--- src/rtl/pipe_stage_skid.sv ---
// Pipeline stage register with valid/ready handshake and a 2-entry skid buffer.
// in_ready is a flop, so a downstream stall reaches upstream one cycle late; the skid entry absorbs that beat.
module pipe_stage_skid #(
  parameter int          DATA_W   = 64,
  parameter int          PC_W     = 32,
  parameter logic [31:0] EXC_PC   = 32'h0000_4180,
  parameter logic [31:0] RESET_PC = 32'h0000_0000
) (
  input  logic              clk,
  input  logic              reset,
  input  logic              req,
  input  logic              flush,
  input  logic              in_valid,
  output logic              in_ready,
  input  logic [PC_W-1:0]   in_pc,
  input  logic [DATA_W-1:0] in_data,
  output logic              out_valid,
  input  logic              out_ready,
  output logic [PC_W-1:0]   out_pc,
  output logic [DATA_W-1:0] out_data,
  output logic [1:0]        occupancy
);

  localparam logic [PC_W-1:0] EXC_PC_W   = PC_W'(EXC_PC);
  localparam logic [PC_W-1:0] RESET_PC_W = PC_W'(RESET_PC);

  // Encodings equal the live-entry count, so occupancy is the state register itself.
  typedef enum logic [1:0] {
    EMPTY = 2'd0,
    ONE   = 2'd1,
    TWO   = 2'd2
  } state_e;

  state_e              state_q,     state_d;
  logic                in_ready_q,  in_ready_d;
  logic [PC_W-1:0]     main_pc_q,   main_pc_d;
  logic [DATA_W-1:0]   main_data_q, main_data_d;
  logic [PC_W-1:0]     skid_pc_q,   skid_pc_d;
  logic [DATA_W-1:0]   skid_data_q, skid_data_d;

  logic accept;
  logic deliver;

  assign out_valid = (state_q != EMPTY);
  assign in_ready  = in_ready_q;
  assign out_pc    = main_pc_q;
  assign out_data  = main_data_q;
  assign occupancy = state_q;

  assign accept  = in_valid & in_ready_q;
  assign deliver = out_valid & out_ready;

  always_comb begin
    // NOTE: every signal gets a default first so no path leaves it unassigned and infers a latch.
    state_d     = state_q;
    main_pc_d   = main_pc_q;
    main_data_d = main_data_q;
    skid_pc_d   = skid_pc_q;
    skid_data_d = skid_data_q;

    if (req || flush) begin
      // req outranks flush; any beat on in_* this cycle is dropped.
      state_d     = EMPTY;
      main_pc_d   = req ? EXC_PC_W : RESET_PC_W;
      main_data_d = '0;
      skid_pc_d   = '0;
      skid_data_d = '0;
    end else begin
      unique case (state_q)
        EMPTY: begin
          if (accept) begin
            state_d     = ONE;
            main_pc_d   = in_pc;
            main_data_d = in_data;
          end
        end
        ONE: begin
          if (accept && deliver) begin
            main_pc_d   = in_pc;
            main_data_d = in_data;
          end else if (accept) begin
            state_d     = TWO;
            skid_pc_d   = in_pc;
            skid_data_d = in_data;
          end else if (deliver) begin
            state_d = EMPTY;
          end
        end
        TWO: begin
          if (deliver) begin
            state_d     = ONE;
            main_pc_d   = skid_pc_q;
            main_data_d = skid_data_q;
          end
        end
        default: state_d = EMPTY;
      endcase
    end
  end

  assign in_ready_d = (state_d != TWO);

  // NOTE: sequential state uses non-blocking assignments so every flop samples pre-edge values.
  // NOTE: both entries are reset because the cleared payload/PC values are architecturally visible.
  always_ff @(posedge clk or negedge reset) begin
    if (!reset) begin
      state_q     <= EMPTY;
      in_ready_q  <= 1'b1;
      main_pc_q   <= RESET_PC_W;
      main_data_q <= '0;
      skid_pc_q   <= '0;
      skid_data_q <= '0;
    end else begin
      state_q     <= state_d;
      in_ready_q  <= in_ready_d;
      main_pc_q   <= main_pc_d;
      main_data_q <= main_data_d;
      skid_pc_q   <= skid_pc_d;
      skid_data_q <= skid_data_d;
    end
  end

endmodule

--- config.mk ---
export PLATFORM = sky130hd
export DESIGN_NAME = pipe_stage_skid
export DESIGN_NICKNAME = d
export VERILOG_FILES = /design/src/rtl/pipe_stage_skid.sv
export SDC_FILE = /design/constraint.sdc
export NUM_CORES = 1
export LEC_CHECK = 0
export CORE_MARGIN = 2
export CORE_UTILIZATION = 32
export CTS_CLUSTER_DIAMETER = 150
export DETAILED_ROUTE_END_ITERATION = 10
export PLACE_DENSITY_LB_ADDON = 0.12
export SYNTH_ARGS = -nofsm -noshare
export SYNTH_HDL_FRONTEND = slang
export SYNTH_SLANG_ARGS = --single-unit
--- constraint.sdc ---
create_clock -name clk -period 2.2 [get_ports clk]
set_input_delay 0.66 -clock clk [delete_from_list [all_inputs] [get_ports clk]]
set_output_delay 0.66 -clock clk [all_outputs]
set_load 0.1 [all_outputs]
; After elaboration in Yosys (flattened, before gate mapping)
; Index checks and enable logic that the tools add are counted.
[classes]
eq_ne = 7
bitwise_logic = 2
n_reduce_logical = 9
muxes = 24
[ops]
columns = op, count
row1 = $mux 64, 7
row2 = $mux 32, 7
row3 = $pmux 64 s3, 1
row4 = $pmux 32 s3, 1
row5 = $mux 15, 1
row6 = $mux 2, 6
row7 = $ne 3x3->1 const B, 3
row8 = $pmux 2 s3, 1
row9 = $reduce_bool 2->1, 3
row10 = $ne 2x2->1 const B, 2
row11 = $reduce_and 4->1, 1
row12 = $reduce_bool 4->1, 1
row13 = $reduce_and 3->1, 1
row14 = $and 1x1->1, 2
row15 = $eq 2x1->1 const B, 1
row16 = $eq 2x2->1 const B, 1
row17 = $logic_not 2->1, 1
row18 = $logic_and 1x1->1, 1
row19 = $logic_or 1x1->1, 1
[totals]
regBits = 195

; Longest topological paths before layout
[depth]
depth_word = 8
ltp_mapped = 9
mapped_depth_nobuf = 5

; Worst setup path before layout
; OpenSTA, ideal clock, no wires.
[synth_path]
kind = register to register
start = register state_q[0], in the netlist occupancy[0]
end = register main_data_q[0], in the netlist out_data[0]
path_slack_ns = -0.595
synth_period_minus_slack_ns = 2.795
n_path_buf = 4
path_stages_with_launch = 10
arrival_time_ns = 2.669
path_cell_list = dfrtp_1 -> inv_1 -> ha_1 -> buf_6 -> or3b_4 -> a32o_1 -> clkbuf_1 -> buf_6 -> buf_6 -> mux2i_1
[synth_between]
elab_chain_cells = 5
elab_cells_between_ends = 13
classes_between = 5 x eq/ne / 2 x mux / 1 x bitwise / 5 x reduce/logical
[synth_lines]
columns = item, line
row1 = start: declaration, 34  ; state_e state_q, state_d;
row2 = start signal: assignment, 114  ; state_q <= state_d;
row3 = $reduce_bool 2->1, 44  ; assign out_valid = (state_q != EMPTY);
row4 = $and 1x1->1, 51  ; assign deliver = out_valid & out_ready;
row5 = $logic_and 1x1->1, 78  ; if (accept && deliver) begin
row6 = $ne 3x3->1 (no line), --
row7 = $reduce_and 4->1 (no line), --
row8 = end signal: assignment, 117  ; main_data_q <= main_data_d;
row9 = end: declaration, 37  ; logic [DATA_W-1:0] main_data_q, main_data_d;
; Parallel ways exist; a longest one is shown, timed or not.
; A chain may end at the register's enable or synchronous reset.

; Worst setup path after layout
[layout_path]
start = register state_q[1], in the netlist occupancy[1]
end = register main_data_q[61], in the netlist out_data[61]
; The elaborated chain is that of the path after synthesis.

==> results.json <==
{
  "num_antenna_cells": 0,
  "drv_slew": 0,
  "synth_area_um2": 10270,
  "antenna_found_initial": 4,
  "synthToLayoutAreaGrowth_pct": 33.65,
  "grt_util_all_layers_pct": 19.50,
  "finalCriticalPeriod_ns": 2.132,
  "numCtsBuffers": 17,
  "synth_cells": 1029,
  "dp_slack_ns": -0.07458,
  "place_hpwl_um": 19550,
  "fin_ws_ns": 0.06794,
  "ys_warn_count": 0,
  "min_period_over_period_pct": 96.91,
  "synth-edff-count": 0,
  "critical_path_class": "reg2reg",
  "drtPass1Iterations": 5,
  "place_congestion": 0.7183,
  "crit_path_start_kind": "register",
  "grt_pass1_vias": 8876,
  "final_common_cell": "dfrtp_1",
  "hp-class": "in2async",
  "layout_common_cells": "dfrtp_1 (192), nand2_1 (186), buf_4 (110)",
  "vias_per_cell": 5.428,
  "critPathMaxFanout": 11,
  "status": "finished, final reports clean",
  "async_flop_share_pct": 100.0,
  "max_stage_delay_ns": 0.45,
  "core_area_um2": 31560,
  "nets": 1293,
  "crit_required_ns": 2.52,
  "die-area_um2": 33550,
  "drive_above_1_share_pct": 17.58,
  "drt_iter0_markers": 566,
  "pin_count": 202,
  "maxCapViolations": 0,
  "timing.fmax_ghz": 0.4690,
  "path_buf_inv": 3,
  "slowest_stage": "dfrtp_4",
  "clk_pin_slew_ns": 0.08,
  "yosysUniqueCellTypes": 37,
  "peakVddDrop_mv": 0.5280,
  "die_h_um": 183.2,
  "yosysSeqAreaShare_pct": 47.52,
  "die_x_um": 183.2,
  "insertion_delay_ns": 0.43,
  "crit_chain": "inv_2, ha_4, buf_4, or3b_4, a32o_4, clkbuf_16, mux2i_1",
  "routedWlPerCell_um": 20.90,
  "rows": 65,
  "grt_max_degree": 79,
  "tritoncts": "built",
  "grt.overflow.total": 0,
  "power_density_nw_per_um2": 649.7,
  "arrival_ns": 2.45,
  "synth.avg_cell_area_um2": 9.983,
  "synth_ff_type": "dfrtp_1",
  "timing.slew.headroom_pct": 62.98,
  "tightestPinTransition_ns": 0.5554,
  "clock_skew_ns": 0.01624,
  "grt_pass1_wl_um": 51980,
  "cts_max_level": 4,
  "yosys_register_bits": 195,
  "cts-root-buf": "clkbuf_16",
  "port_buffers": 201,
  "initial_core_util_pct": 32.55,
  "crit_family": "flip-flops",
  "rsz0062_at_grt": "no",
  "drcViolationCount": 0,
  "clock-sinks": 195,
  "end_kind": "register",
  "setup_viol": 0,
  "routed_wl_um": 33490,
  "leakagePower_uw": 0.005914,
  "hold_viol": 0,
  "num_vias": 8695,
  "cts_buffer_depth": 2,
  "synth_nets": 1135,
  "power_uw": 8920,
  "ant_nets": 0
}
-- final cells by class --
| type | count | area [um2] |
|---|---|---|
| Tap cell | 402 | 503.0 |
| Inverter | 4 | 18.77 |
| Timing Repair Buffer | 258 | 2794 |
| Sequential cell | 195 | 4888 |
| Clock buffer | 17 | 425.4 |
| Clock inverter | 15 | 142.6 |
| Fill cell | 3061 | 17830 |
| Multi-Input combinational cell | 711 | 4957 |
-- per-layer routing --
metal  share of wire (%)  GRT usage [%]  up-vias
met5                0.15              0        -
met4                0.72          3.936        8
met3                 5.1          4.428       20
met2                  45          30.20      224
met1                  49          27.95     4369
li1                    -              -     4074
-- cell families after synthesis --
kind of cell	count (synthesis)	share of synthesized area, %
AND/OR/NAND/NOR	305	14.03
AO/OA/AOI/OAI	211	13.12
buffers and inverters	125	5.298
flip-flops	195	47.52
multiplexers	189	19.55
adder cells (fa/ha/maj)	4	0.4872
-- timing repair --
item	CTS	global route
cloned	0	10
setup endpoints to repair	1	36
setup buffers	2	2
hold buffers	0	0
resized for setup	0	1
pin swaps	1	2
-- sequential cells by signal (all words and copies together) (netlist names) --
register / cells
skid_data_q: 64
in_ready: 1
skid_pc_q: 32
occupancy: 2
out_data: 64
out_pc: 32
-- cells in the mapped netlist (2+ instances only) --
library cell	n	area share, %
buf_1	15	0.55
a21oi_1	97	4.7
nand2_1	187	6.8
mux2_1	93	10
dfrtp_1	194	47
ha_1	4	0.49
o31ai_1	96	7.0
nor2b_1	5	0.30
buf_6	9	0.99
and3_1	2	0.12
a31oi_1	3	0.18
nor2_1	3	0.11
nand4b_1	2	0.17
nand4_1	99	6.0
o211ai_1	4	0.29
clkbuf_1	91	3.3
buf_2	6	0.29
a211o_1	3	0.26
inv_1	3	0.11
mux2i_1	96	9.4
-- per-stage QoR --
step | utilization (%) | instance area [um2] | instances | hold slack, ns | TNS (ns)
2_1_floorplan | - | 10340 | 1029 | 0.3644 | -3.372
3_3_place_gp | 40.98 | 12930 | 1556 | 0.5177 | -2.173
3_5_place_dp | 40.98 | 12930 | 1556 | 0.5209 | -7.107
4_1_cts | 42.83 | 13520 | 1590 | 0.2168 | 0
5_1_grt | 43.51 | 13730 | 1602 | 0.2208 | 0
6_report | 43.51 | 13730 | 1602 | 0.2046 | 0
-- final timing paths --
path / from / end / slack (ns) / depth (start not counted)
worst max-delay path: occupancy[1] / out_data[61] / 0.07 / 7
worst min-delay path: reset / out_data[29] / 0.20 / 1
worst max register to register: occupancy[1] / out_data[61] / 0.07 / 7
worst min register to register: out_pc[18] / out_pc[18] / 0.53 / 2
max in group asynchronous: reset / skid_pc_q[3] / 1.30 / 2
min in group clk: out_pc[18] / out_pc[18] / 0.53 / 2
-- power breakdown --
part	switching [uW]	internal, uW	total (uW)
combinational	1360	724	2090
clock	1590	1510	3100
sequential	63.1	3670	3740
Power figures use the tool's default switching activity.
